`config.mk`:
```
export PLATFORM = sky130hd
export DESIGN_NAME = pulse_stretch
export DESIGN_NICKNAME = d
export VERILOG_FILES = /design/src/rtl/pulse_stretch_pkg.sv /design/src/rtl/pulse_stretch_counter.sv /design/src/rtl/pulse_stretch.sv
export SDC_FILE = /design/constraint.sdc
export NUM_CORES = 1
export LEC_CHECK = 0
export BUFFER_PORTS_ARGS = -buffer_cell sky130_fd_sc_hd__buf_4
export CORE_AREA = 2 2 39 41
export CTS_BUF_LIST = sky130_fd_sc_hd__clkbuf_8
export DETAILED_ROUTE_END_ITERATION = 10
export DIE_AREA = 0 0 41 43
export GPL_ROUTABILITY_DRIVEN = 0
export PLACE_DENSITY_LB_ADDON = 0.05
export SETUP_SLACK_MARGIN = 0.3
export SLEW_MARGIN = 20
export SYNTH_ARGS = -nofsm -noshare
export SYNTH_HDL_FRONTEND = slang
export SYNTH_SLANG_ARGS = --single-unit
```
`constraint.sdc`:
```
create_clock -name iClk -period 2.99 [get_ports iClk]
set_input_delay 0.299 -clock iClk [delete_from_list [all_inputs] [get_ports iClk]]
set_output_delay 0.299 -clock iClk [all_outputs]
set_load 0.005 [all_outputs]
```
`src/rtl/pulse_stretch_pkg.sv`:
```
// pulse_stretch_pkg: shared state enum, counter width and parameter legality helpers
package pulse_stretch_pkg;
  typedef enum logic [1:0] {IDLE, HIGH, GAP} state_t;
  function automatic int cnt_width(input int h, input int g);
    return $clog2(((h > g) ? h : g) + 1);
  endfunction
  function automatic bit params_ok(input int h, input int g);
    return (h >= 1) && (g >= 0);
  endfunction
endpackage

```
`src/rtl/pulse_stretch_counter.sv`:
```
// stretch_counter: loadable down-counter that saturates at zero
module stretch_counter #(
  parameter int W = 3
) (
  input  logic         i_clk,
  input  logic         i_rst,
  input  logic         i_load,
  input  logic [W-1:0] i_load_val,
  input  logic         i_dec,
  output logic         o_zero
);
  logic [W-1:0] r_cnt;
  always_ff @(posedge i_clk) begin
    if (i_rst) r_cnt <= '0;
    else if (i_load) r_cnt <= i_load_val;
    else if (i_dec && r_cnt != '0) r_cnt <= r_cnt - 1'b1;
  end
  assign o_zero = (r_cnt == '0);
endmodule

```
`src/rtl/pulse_stretch.sv`:
```
// pulse_stretch: trigger-to-fixed-width pulse with forced gap; PULSE_STRETCH_RETRIGGER_EN lets HIGH reload
module pulse_stretch
  import pulse_stretch_pkg::*;
#(
  parameter int HIGH_CYCLES = 4,
  parameter int GAP_CYCLES  = 2
) (
  input  logic iClk,
  input  logic iRst,
  input  logic iTrig,
  output logic oQ,
  output logic oBusy,
  output logic oDropped
);
  localparam int CNT_W = cnt_width(HIGH_CYCLES, GAP_CYCLES);
  localparam logic [CNT_W-1:0] HIGH_LD = CNT_W'(HIGH_CYCLES - 1);
  localparam logic [CNT_W-1:0] GAP_LD  = CNT_W'((GAP_CYCLES > 0) ? GAP_CYCLES - 1 : 0);
  if (!params_ok(HIGH_CYCLES, GAP_CYCLES)) begin : g_bad_params
    $error("pulse_stretch: HIGH_CYCLES must be >= 1 and GAP_CYCLES >= 0");
  end
  state_t           r_state, w_next;
  logic             r_q, r_busy, r_drop;
  logic             w_load, w_dec, w_drop, w_zero;
  logic [CNT_W-1:0] w_load_val;
  stretch_counter #(.W(CNT_W)) u_cnt (
    .i_clk      (iClk),
    .i_rst      (iRst),
    .i_load     (w_load),
    .i_load_val (w_load_val),
    .i_dec      (w_dec),
    .o_zero     (w_zero)
  );
  always_comb begin
    w_next     = r_state;
    w_load     = 1'b0;
    w_load_val = HIGH_LD;
    w_dec      = 1'b0;
    w_drop     = 1'b0;
    case (r_state)
      IDLE: begin
        w_next = iTrig ? HIGH : IDLE;
        w_load = iTrig;
      end
      HIGH: begin
`ifndef PULSE_STRETCH_RETRIGGER_EN
        w_drop = iTrig;
`endif
`ifdef PULSE_STRETCH_RETRIGGER_EN
        if (iTrig) w_load = 1'b1;
        else
`endif
        if (!w_zero) w_dec = 1'b1;
        else if (GAP_CYCLES > 0) begin
          w_next     = GAP;
          w_load     = 1'b1;
          w_load_val = GAP_LD;
        end else w_next = IDLE;
      end
      GAP: begin
        w_drop = iTrig;
        w_dec  = !w_zero;
        w_next = w_zero ? IDLE : GAP;
      end
      default: w_next = IDLE;
    endcase
  end
  // outputs decode the next state so they line up with it
  always_ff @(posedge iClk) begin
    if (iRst) begin
      r_state <= IDLE;
      r_q     <= 1'b0;
      r_busy  <= 1'b0;
      r_drop  <= 1'b0;
    end else begin
      r_state <= w_next;
      r_q     <= (w_next == HIGH);
      r_busy  <= (w_next != IDLE);
      r_drop  <= w_drop;
    end
  end
  assign oQ       = r_q;
  assign oBusy    = r_busy;
  assign oDropped = r_drop;
endmodule

```
# Yosys cells after proc, flatten, opt, wreduce, memory -nomap -nowiden
# Cells that the tools add are included.
# classes
eq_ne,3
bitwise_logic,1
n_mux,12
n_addsub,1
n_reduce_logical,9
# ops
op,n
2-bit two-way mux,4
3-bit two-way mux,2
2-bit case mux with 3 select lines,1
2-bit by 1-bit == test with 1-bit output (second input constant),2
1-bit case mux with 2 select lines,2
2-bit nonzero test,2
2-bit OR reduction,2
3-bit zero test,1
1-bit two-way mux,3
3-bit nonzero test,1
3-bit by 1-bit subtractor with 3-bit output (second input constant),1
2-bit == test (second input constant),1
2-bit zero test,1
1-bit logical AND,1
1-bit zero test,1
1-bit inverter,1
# word_totals
inputBits,3
wordCells,31
output_inout_bits,3
ff_bits,8

# Logic depth before layout (Yosys ltp)
# logic_depth
ltp_word,6
ltp_mapped,6

# Modules after synthesis
# Synthesis repeated with hierarchy kept, for this count alone.
# hier_totals
cells_unflattened,53
area_unflattened_um2,495.5
# modules_own_cells
mod,area_each_um2,cells_per_inst,n_inst
pulse_stretch,312.8,32,1
stretch_counter,182.7,21,1

# Worst setup path after synthesis
# No wires, ideal clock.
# synth_path
kind,register to register
startpoint,register r_state[0]
endpoint,register u_cnt.r_cnt[1]
n_path_buf,0
synth_period_minus_slack_ns,1.367
setup_time_ns,0.122
stages_incl_launch_ff,6
arrival_time_ns,1.245
slack_ns,1.623
cell_sequence,dfxtp_1 inv_1 ha_1 o21a_1 a211o_1 o311a_1
# synth_between
elab_chain_cells,4
elab_cells_between_ends,9
cone_classes,eq/ne (2); mux (4); reduce/logical (3)
# synth_rtl
element,line,source
"start, declared",pulse_stretch.sv:21,"state_t r_state, w_next;"
"start signal, assigned",pulse_stretch.sv:75,r_state <= w_next;
2-bit == test / 2-bit by 1-bit == test with 1-bit output (equally long branches),pulse_stretch.sv:39,case (r_state)
1-bit case mux with 2 select lines,pulse_stretch.sv:39,
1-bit logical AND,pulse_stretch_counter.sv:16,else if (i_dec && r_cnt != '0) r_cnt <= r_cnt - 1'b1;
2-bit nonzero test (no line),n/a,
"end signal, assigned",pulse_stretch_counter.sv:15,else if (i_load) r_cnt <= i_load_val;
"end signal, assigned",pulse_stretch_counter.sv:16,
"end, declared",pulse_stretch_counter.sv:12,logic [W-1:0] r_cnt;
# Several ways; a longest one is shown, not always the timed one.
# A chain may end at the register's enable or synchronous reset.

# Worst setup path after layout
# Ends and elaborated chain as after synthesis.

==> results.txt <==
----------------------------------------------------
[Synthesis]
  Fraction of the mapped netlist area in adder cells ... 0.173
  Largest family of logic cells by synthesized area ... compound AO/OA/AOI/OAI gates
  Number of flops mapped to enable cells by yosys ... 0
  Share of synthesized area occupied by flip-flops and latches ... 0.369
  Most frequently used flop master after synthesis ... dfxtp_1
  Distinct cell type count after synthesis ... 24
  Flip-flop and latch count after synthesis ... 8
  Cells after synthesis ... 44
  Yosys Warn Count ... 0
  Area fraction in and, or, nand and nor cells after synthesis ... 0.190
  Syn_nets ... 53
  Post-synthesis mux area share ... 0.0231
  Mapped Area ... 434 um^2
  Syn avg cell area ... 9.87 um^2
  Xor/xnor cell area share of the yosys netlist ... 0
  Synthesized-area fraction occupied by ao, oa, aoi and oai cells ... 0.190
  Proportion of register bits with asynchronous set or reset after synthesis ... 0

[Cells and area]
  Final net count ... 62
  Number of inserted diodes ... 0
  Commonest non-fill, non-tap cells in the layout ... 8 x dfxtp_1, 6 x ha_1, 5 x inv_1, 5 x buf_4, 3 x clkbuf_8
  Sequential standard cell area ... 160 um^2
  Core utilization of the finished layout ... 0.382
  Filler cell count ... between 100 and 150
  Area of all placed cells without fillers ... ~530 um^2
  Layout-stage area growth over the synthesis result ... 21.6%
  Layout Cells excl Fill ... 67
  Share of post-route cells with drive strength above 1 ... 0.235
  Area of the multi-input gates ... roughly 250 um^2
  Most common library cell in the layout ignoring fill and taps ... dfxtp_1

[Drt]
  Average vias per placed instance ... 4.85
  Average wire length per cell after detail routing ... 11.6 um
  Length of the first detailed-routing pass in iterations ... 2
  DRC Markers ... 0
  Total length of routed wires ... 780 um
  Detailed-route via count ... 325
  Residual antenna-violating net count after detailed routing ... 0
  Number of violations reported at the end of detailed-routing iteration 0 ... 5

[Power]
  Static leakage ... 0.236 nW
  Sum of internal, switching and leakage power ... 308 uW
  Peak VDD IR ... between 0.0002 and 0.0003 V
  Power per unit of standard cell area ... slightly below 600 mW/mm^2

[Placed design]
  Setup WS pre-CTS ... 1.50 ns
  HPWL after detailed placement ... just over 600 um
  Cells after DPL ... 64
  Port Buffer Count ... 5
  Post-place instance area ... 487 um^2

[Global route]
  Global-route wire length before repair ... 1330 um
  Global router's overall resource usage ... 0.114
  Pin count of the biggest net entering global routing ... 7
  Via count of the first global-routing pass ... 325
  Number of antenna violations at the first check in global routing ... 0
  Total congestion overflow ... 0

[STA]
  Final WS setup ... 1.49 ns
  RSZ-0062 raised after global routing ... no
  Max-slew headroom at the worst pin ... 0.756
  Max-slew violation count ... 0
  Final count of negative-setup-slack endpoints ... 0
  Highest clock rate ... approximately 670 MHz
  Fin Setup TNS ... 0 ns
  Transition time at the pin with the least slew margin ... 0.365 ns
  Tightest hold margin ... 0.278 ns
  Ratio of final minimum period to clock period ... 0.500
  Clock period minus worst slack ... approximately 1.5 ns
  Final Skew ... a little under 0.0008 ns
  Final Hold Fails ... 0

[Worst setup path]
  Nature of the critical path endpoint ... register
  Arrival time of data at the critical path endpoint ... 1.60 ns
  Maximum fanout along the worst path ... 4
  Crit path cell chain ... inv_1 -> ha_1 -> o21a_1 -> a211o_1 -> o311a_1
  Family with the most delay on the worst path ... compound AO/OA/AOI/OAI gates
  Number of buffers and inverters on the critical path ... 1
  Category of the most critical setup path ... register to register
  Critical-path cell with the highest stage delay ... dfxtp_1
  Data required, critical path ... between 3 and 4 ns
  Delay contributed by the slowest stage of the critical path ... 0.39 ns
  Startpoint Class ... register

[Die]
  Horizontal die dimension ... 41 um
  I/O pin count ... 6
  Number of placement rows ... 14
  Die height ... 43 um
  Initial core utilization ... 0.314
  Die ar. ... approximately 0.0018 mm^2
  Placeable core area ... 0.00138 mm^2

[Clock network]
  Worst-path clk slew ... 0.04 ns
  Clock tree from TritonCTS ... built
  Number of buffers inserted by hold repair at cts ... 0
  CTS-repair resized insts ... 0
  Number of post-CTS setup repair buffers ... 0
  Max H-tree Level ... 1
  Clock Latency Late Sink ... 0.22 ns
  Clock Path Buffers ... 2
  Number of sinks driven by the clock tree ... 8
  CTS root buffer ... clkbuf_8
  TritonCTS Buffers ... 3

[Status]
  Outcome ... completed

[Run]
  Number of maximum-capacitance violations ... 0

[Min path]
  Worst min path class ... input port to register

----------------------------------------------------
cell type report:
| type | count | area share |
|---|---|---|
| Inverter | 5 | 0.0355 |
| Tap cell | 16 | 0.0379 |
| Sequential cell | 8 | 0.303 |
| Timing Repair Buffer | 5 | 0.0711 |
| Multi-Input combinational cell | 30 | 0.474 |
| Clock buffer | 3 | 0.0782 |
cells by family after synthesis:
logic type	after synthesis
AND/OR/NAND/NOR	12
AO/OA/AOI/OAI	11
flip-flops	8
buffers and inverters	6
adder cells (fa/ha/maj)	6
multiplexers	1
report_power, final:
| group | total [mW] | internal, mW | switching [mW] |
|---|---|---|---|
| Combinational | 0.0600 | 0.0282 | 0.0318 |
| Clock | 0.126 | 0.0869 | 0.0391 |
| Sequential | 0.121 | 0.116 | 0.00518 |
| Total | 0.308 | 0.231 | 0.0761 |
cell usage after synthesis, types with 2 or more instances:
cell type  instances  share of area
ha_1               6           0.17
a211oi_1           2          0.035
nor2_1             2          0.017
nand2_1            2          0.017
a21oi_1            2          0.023
dfxtp_1            8           0.37
inv_1              5          0.043
path summary, 6_finish.rpt:
check | from | end | slack (ns) | cells past startpoint
worst max-delay path | r_state[0]$_SDFF_PP0_ | u_cnt.r_cnt[1]$_SDFFE_PP0P_ | 1.49 | 5
worst min register to register | u_cnt.r_cnt[2]$_SDFFE_PP0P_ | u_cnt.r_cnt[2]$_SDFFE_PP0P_ | 0.56 | 2
worst max register to register | r_state[0]$_SDFF_PP0_ | u_cnt.r_cnt[1]$_SDFFE_PP0P_ | 1.49 | 5
worst min-delay path | iRst | u_cnt.r_cnt[0]$_SDFFE_PP0P_ | 0.28 | 2
flip-flops by register name, indices dropped and copies added, names as in the netlist:
register     flops
u_cnt.r_cnt      3
r_state          2
oBusy            1
oDropped         1
oQ               1
routing by layer:
layer,global-route usage,wire length (um),vias up
met1,0.124,319,148
met2,0.188,421,6
li1,-,-,171
met3,0.0628,39,0
met5,0,0,-
met4,0.0200,0,0
worst register-to-register path, cell delays in order, from the launching register on:
cell and delay, ns:
dfxtp_1 0.39, inv_1 0.09, ha_1 0.34, o21a_1 0.15, a211o_1 0.30, o311a_1 0.12
(Power assumes the default switching activity.)
